`src/rtl/tmds_pkg.sv`:
```
// Shared TMDS definitions: control-token codes, alignment FSM states and token lookup.
package tmds_pkg;

    localparam logic [9:0] CTRL_TOK_00 = 10'b1101010100;
    localparam logic [9:0] CTRL_TOK_01 = 10'b0010101011;
    localparam logic [9:0] CTRL_TOK_10 = 10'b0101010100;
    localparam logic [9:0] CTRL_TOK_11 = 10'b1010101011;

    typedef enum logic {
        SEARCH = 1'b0,
        LOCKED = 1'b1
    } tmds_state_t;

    typedef struct packed {
        logic       hit;
        logic [1:0] ctrl;
    } tok_t;

    function automatic tok_t tok_decode(input logic [9:0] sym);
        tok_t t;
        t.hit  = 1'b1;
        t.ctrl = 2'b00;
        case (sym)
            CTRL_TOK_00: t.ctrl = 2'b00;
            CTRL_TOK_01: t.ctrl = 2'b01;
            CTRL_TOK_10: t.ctrl = 2'b10;
            CTRL_TOK_11: t.ctrl = 2'b11;
            default:     t.hit  = 1'b0;
        endcase
        return t;
    endfunction

endpackage

```
`src/rtl/tm_decode.sv`:
```
// Combinational TMDS data-symbol decode: undo the optional inversion, then the XOR/XNOR chain.
module tm_decode (
    input  logic [9:0] sym,
    output logic [7:0] data
);

    logic [7:0] q;
    logic [7:0] chain;

    assign q     = sym[9] ? ~sym[7:0] : sym[7:0];
    assign chain = q ^ {q[6:0], 1'b0};
    // bit 0 passes straight through; sym[8] selects XOR (1) or XNOR (0) for the rest
    assign data  = sym[8] ? {chain[7:1], q[0]} : {~chain[7:1], q[0]};

endmodule

```
`src/rtl/tmds_channel_decoder.sv`:
```
// One TMDS channel: bit-offset search against control tokens, lock supervision and a two-stage decode pipeline.
//
//   state  | meaning
//   SEARCH | hunting for LOCK_COUNT consecutive tokens, stepping the offset on dwell timeout
//   LOCKED | offset frozen; drop back to SEARCH after LOSS_TIMEOUT cycles with no token
module tmds_channel_decoder
    import tmds_pkg::*;
#(
    parameter int LOCK_COUNT     = 8,
    parameter int SEARCH_TIMEOUT = 1024,
    parameter int LOSS_TIMEOUT   = 65536
) (
    input  logic       clk_in,
    input  logic       rst_in,
    input  logic [9:0] tmds_in,
    output logic [7:0] data_out,
    output logic [1:0] ctrl_out,
    output logic       de_out,
    output logic       locked_out,
    output logic [3:0] offset_out
);

    localparam int TOK_W   = $clog2(LOCK_COUNT) + 1;
    localparam int DWELL_W = $clog2(SEARCH_TIMEOUT) + 1;
    localparam int QUIET_W = $clog2(LOSS_TIMEOUT) + 1;

    localparam logic [TOK_W-1:0]   TOK_MAX    = TOK_W'(LOCK_COUNT);
    localparam logic [TOK_W-1:0]   TOK_LAST   = TOK_W'(LOCK_COUNT - 1);
    localparam logic [DWELL_W-1:0] DWELL_LAST = DWELL_W'(SEARCH_TIMEOUT - 1);
    localparam logic [QUIET_W-1:0] QUIET_LAST = QUIET_W'(LOSS_TIMEOUT - 1);

    tmds_state_t        state;
    logic [9:0]         prev_word;
    logic [9:0]         sym_r;
    logic [TOK_W-1:0]   tok_cnt;
    logic [DWELL_W-1:0] dwell_cnt;
    logic [QUIET_W-1:0] quiet_cnt;

    logic [18:0] window;
    logic [9:0]  sym;
    tok_t        tok_s;
    tok_t        tok_r;
    logic [7:0]  dec_byte;

    // tmds_in[9] can never fall inside a 10-bit window starting at offset <= 9
    assign window = {tmds_in[8:0], prev_word};

    always_comb begin
        sym = window[9:0];
        for (int k = 1; k < 10; k++) begin
            if (offset_out == 4'(k)) sym = window[k +: 10];
        end
    end

    assign tok_s = tok_decode(sym);
    assign tok_r = tok_decode(sym_r);

    tm_decode u_tm_decode (
        .sym  (sym_r),
        .data (dec_byte)
    );

    always_ff @(posedge clk_in) begin
        if (rst_in) begin
            state      <= SEARCH;
            prev_word  <= '0;
            sym_r      <= '0;
            tok_cnt    <= '0;
            dwell_cnt  <= '0;
            quiet_cnt  <= '0;
            offset_out <= '0;
            locked_out <= 1'b0;
            data_out   <= '0;
            ctrl_out   <= '0;
            de_out     <= 1'b0;
        end else begin
            prev_word <= tmds_in;
            sym_r     <= sym;

            if (tok_r.hit) begin
                de_out   <= 1'b0;
                ctrl_out <= tok_r.ctrl;
            end else begin
                de_out   <= 1'b1;
                data_out <= dec_byte;
            end

            case (state)
                SEARCH: begin
                    // lock is tested first so a run finishing on the timeout cycle keeps its offset
                    if (tok_s.hit && tok_cnt == TOK_LAST) begin
                        state      <= LOCKED;
                        locked_out <= 1'b1;
                        tok_cnt    <= TOK_MAX;
                        quiet_cnt  <= '0;
                    end else if (dwell_cnt == DWELL_LAST) begin
                        offset_out <= (offset_out == 4'd9) ? 4'd0 : offset_out + 4'd1;
                        tok_cnt    <= '0;
                        dwell_cnt  <= '0;
                    end else begin
                        if (!tok_s.hit)
                            tok_cnt <= '0;
                        else if (tok_cnt != TOK_MAX)
                            tok_cnt <= tok_cnt + 1'b1;
                        if (dwell_cnt != DWELL_LAST)
                            dwell_cnt <= dwell_cnt + 1'b1;
                    end
                end
                LOCKED: begin
                    if (quiet_cnt == QUIET_LAST) begin
                        state      <= SEARCH;
                        locked_out <= 1'b0;
                        tok_cnt    <= '0;
                        dwell_cnt  <= '0;
                        quiet_cnt  <= '0;
                    end else if (tok_s.hit) begin
                        quiet_cnt <= '0;
                    end else begin
                        quiet_cnt <= quiet_cnt + 1'b1;
                    end
                end
                default: state <= SEARCH;
            endcase
        end
    end

endmodule
```
`config.mk`:
```
export PLATFORM = sky130hd
export DESIGN_NAME = tmds_channel_decoder
export DESIGN_NICKNAME = d
export VERILOG_FILES = /design/src/rtl/tmds_pkg.sv /design/src/rtl/tm_decode.sv /design/src/rtl/tmds_channel_decoder.sv
export SDC_FILE = /design/constraint.sdc
export NUM_CORES = 1
export LEC_CHECK = 0
export CORE_UTILIZATION = 60
export DETAILED_ROUTE_END_ITERATION = 7
export GPL_TIMING_DRIVEN = 0
export PLACE_DENSITY = 0.81
export SYNTH_ARGS = -nofsm -noshare
export SYNTH_HDL_FRONTEND = slang
export SYNTH_SLANG_ARGS = --single-unit
```
`constraint.sdc`:
```
create_clock -name clk_in -period 3.2 [get_ports clk_in]
set_input_delay 0.32 -clock clk_in [delete_from_list [all_inputs] [get_ports clk_in]]
set_output_delay 0.32 -clock clk_in [all_outputs]
set_load 0.1 [all_outputs]
```
==> Flow_metrics.wiki <==
{| class="wikitable"
! Metric !! Value
|-
| Antenna-violating nets left || 0
|-
| Net count of the mapped netlist || 560
|-
| Clock tree from TritonCTS || built
|-
| Primary FF master, synth || sky130_fd_sc_hd__dfxtp_1
|-
| Proportion of netlist area held by the largest area contributor || 31.0%
|-
| Area enclosed by the die boundary || 0.00779 mm2
|-
| Final cell count without fillers || 702
|-
| Worst Setup Slack, final || -0.0715 ns
|-
| Min Clock Period, post-route || 3.27 ns
|-
| Cell types with the largest area share after synthesis || sky130_fd_sc_hd__dfxtp_1 31%, sky130_fd_sc_hd__nor2_1 5.1%, sky130_fd_sc_hd__a21oi_1 3.8%
|-
| Boundary Pins || 28
|-
| Register share of total power || 45.5%
|-
| Final global-route overflow total || 0
|-
| Mapped Cells || 543
|-
| Post-detailed-routing wire length || 13900 um
|-
| Clock network fraction of total power || 41.6%
|-
| Overall die height || 88.2 um
|-
| Slew HR || 34.7%
|-
| RSZ-0062 raised after global routing || true
|-
| Number of pins exceeding their max-slew limit in the final report || 0
|-
| Internal power component || 1.43 mW
|-
| Total number of placement rows || 31
|-
| Count of clock tree sinks || 69
|-
| Setup skew after layout || 0.0118 ns
|-
| Vias in the first global route || 4063
|-
| # Max-Cap Violations || 0
|-
| Global routing met2 resource utilization || 54.5%
|-
| Start point of the critical path || prev_word[6]
|-
| Element type at the critical path start || register
|-
| Core box area || 0.00721 mm2
|-
| Estimated wirelength of the detail-placed design || 8870 um
|-
| Fraction of the mapped netlist area in adder cells || 1.40%
|-
| Top cells by count, synth || 69 x sky130_fd_sc_hd__dfxtp_1, 61 x sky130_fd_sc_hd__nor2_1, 34 x sky130_fd_sc_hd__a21oi_1
|-
| Synth-to-layout area growth || 21.4%
|-
| Buffers on Ports || 25
|-
| Worst Min Path Start || tmds_in[2]
|-
| Data arrival time at the worst-slack endpoint || 3.51 ns
|-
| Slew at the pin with the worst max-slew slack || 0.977 ns
|-
| PwrDens || 373 mW/mm2
|-
| Peak-usage layer in the global routing report || met2
|-
| Cell with the most instances after synthesis || sky130_fd_sc_hd__dfxtp_1
|-
| Final-stage net count || 615
|-
| Setup violations, final || 13
|-
| GR Util met1 || 43.7%
|-
| FFs w/ async S/R, synth || 0%
|-
| Register bit total from synthesis || 69
|-
| Setup WS pre-CTS || -0.401 ns
|-
| Share of the yosys chip area belonging to registers || 31.0%
|-
| Proportion of layout cells with a drive suffix above 1 || 18.1%
|-
| Reported leakage power || 2.08 nW
|-
| Total GRT Usage || 34.2%
|-
| Max clock buf depth || 2
|-
| Highest achievable clock rate || 306 MHz
|-
| Count of unresolved DRC violations after routing || 0
|-
| Worst Path Max Fanout || 8
|-
| Number of failing hold endpoints at the final stage || 0
|-
| Syn Std Cell Area || 0.00446 mm2
|-
| Cell type with the largest total area after synthesis || sky130_fd_sc_hd__dfxtp_1
|-
| Synthesized area divided by synthesized cell count || 8.22 um2
|-
| Crit Path Category || reg -> reg
|-
| Number of hold buffers added after CTS || 0
|-
| XOR/XNOR share of the synthesized area || 4.12%
|-
| Number of antenna violations at the first check in global routing || 0
|-
| Main combinational cell family by area after synthesis || simple AND/OR/NAND/NOR gates
|-
| Worst hold slack || 0.430 ns
|-
| Average wire per cell in the routed design || 19.8 um
|-
| Element type at the critical path end || register
|-
| Worst r2r src || prev_word[6]
|-
| Clock Root Buffer || sky130_fd_sc_hd__clkbuf_8
|-
| NetSw || 0.597 mW
|-
| 1st-iter DRT viols || 563
|-
| Vias per cell || 6.69
|-
| Mux share of post-synthesis cell area || 5.66%
|-
| Antenna diode instance count || 0
|-
| Number of synthesized flops with an enable pin || 0
|-
| Required time worst endpoint || 3.44 ns
|-
| Horizontal die dimension || 88.2 um
|-
| Clock input transition at the sequential cells of the worst setup and hold paths || 0.09 ns
|-
| Accumulated negative setup slack || -0.501 ns
|-
| Type of the tightest min-delay check || in -> reg
|-
| Worst IR Drop VDD || 262 uV
|-
| Count of synthesis-stage warnings from yosys || 0
|-
| First-pass GRT wire length || 20200 um
|-
| Starting density of the core || 61.9%
|-
| Switching Fraction || 29.5%
|-
| Cell Count Post-Placement || 667
|-
| Outcome || finished, violations left
|-
| Share of the core filled with cells in the final layout || 75.1%
|-
| Clock buffers created by TritonCTS || 9
|-
| Simple logic cell fraction of the synthesized area || 27.5%
|-
| Routed via count || 4695
|-
| Number of iterations in the first detailed-routing pass || 8
|-
| Logic gate share of total power || 13.0%
|-
| Violated checks || setup timing
|-
| Largest net degree at the start of global routing || 15
|-
| Routability cong. || 1.02
|-
| Total number of H-tree levels || 3
|-
| Fin crit share || 102%
|-
| Clk Latency, worst-skew pair || 0.36 ns
|-
| Compound-Gate Fraction of Synth Area || 23.9%
|-
| Distinct cell type count of the synthesized netlist || 80
|-
| Met3 Resource Use GR || 6.81%
|-
| Register-to-register setup slack || -0.07 ns
|}
[layout by cell type (no fill, tap or decap), drive strengths merged, types with 11 or more instances in the layout]
cell type / count
a21oi: 34
and3: 12
buf: 37
clkbuf: 30
clkdlybuf4s50: 24
dfxtp: 69
inv: 22
mux2i: 14
nand2: 32
nand3: 17
nor2: 62
nor2b: 16
nor3: 11
o21ai: 20
o22ai: 11
xor2: 14
[metrics by stage]
stage,cell area (um2),power (mW)
2_1_floorplan,4470,1.11
3_3_place_gp,4840,1.18
3_5_place_dp,4840,1.18
4_1_cts,5140,2.02
5_1_grt,5420,2.09
6_report,5420,2.02
[critical path, cell delays in order (launching register included)]
cell and delay [ns]:
sky130_fd_sc_hd__dfxtp_1 0.32, sky130_fd_sc_hd__clkbuf_1 0.41, sky130_fd_sc_hd__mux2i_1 0.21, sky130_fd_sc_hd__and3_1 0.24
sky130_fd_sc_hd__a221oi_1 0.27, sky130_fd_sc_hd__o22ai_2 0.17, sky130_fd_sc_hd__a211oi_4 0.30, sky130_fd_sc_hd__or4b_4 0.57
sky130_fd_sc_hd__nand3_4 0.18, sky130_fd_sc_hd__buf_4 0.13, sky130_fd_sc_hd__nor4b_1 0.05, sky130_fd_sc_hd__a211o_1 0.30
[flip-flops by register name, summed over array words and instances (netlist names)]
signal      cells
locked_out      1
data_out        8
offset_out      4
ctrl_out        2
state           1
de_out          1
dwell_cnt      11
prev_word      10
quiet_cnt      17
sym_r          10
tok_cnt         4
[per-layer routing]
layer  vias up  routed length, um
met1      2166               5270
met4         0                629
met2       323               6600
li1       2127                  -
met3        79               1420
met5         -                  0
[worst paths after layout]
check                 endpoint  cells past startpoint
setup / recovery  dwell_cnt[7]                     11
hold reg to reg    ctrl_out[0]                      2
hold / removal    prev_word[2]                      2
setup reg to reg  dwell_cnt[7]                     11
[final cells by class]
type,count,area (um2)
fillers,564,1790
clock buffers,9,124
multi-input cells,416,2910
well taps,99,124
clock inverters,7,105
flip-flops and latches,69,1390
plain buffers,36,255
repair buffers,47,432
inverters,19,75.1
[power by group through the flow]
stage	registers [mW]	clock network (mW)	logic, mW
2_1_floorplan	1.00	0	0.107
3_3_place_gp	0.934	0	0.244
3_5_place_dp	0.935	0	0.248
4_1_cts	0.918	0.846	0.251
5_1_grt	0.923	0.891	0.278
6_report	0.920	0.841	0.263
[kinds of logic after synthesis]
kind of cell | Yosys count
AOI/OAI and AO/OA | 148
xor gates and xnor gates | 21
DFF | 69
muxes | 22
and+or+nand+nor | 220
buffers and inverters | 58
adders and majority gates | 5
[timing repair]
| item | in CTS | in global routing |
|---|---|---|
| setup buffers | 4 | 17 |
| pin swaps | 2 | 17 |
| endpoints found under the hold margin | 0 | 0 |
| gates resized for setup | 12 | 39 |
| setup endpoints to repair | 27 | 36 |
| cloned | 0 | 1 |
(Power assumes the default switching activity.)
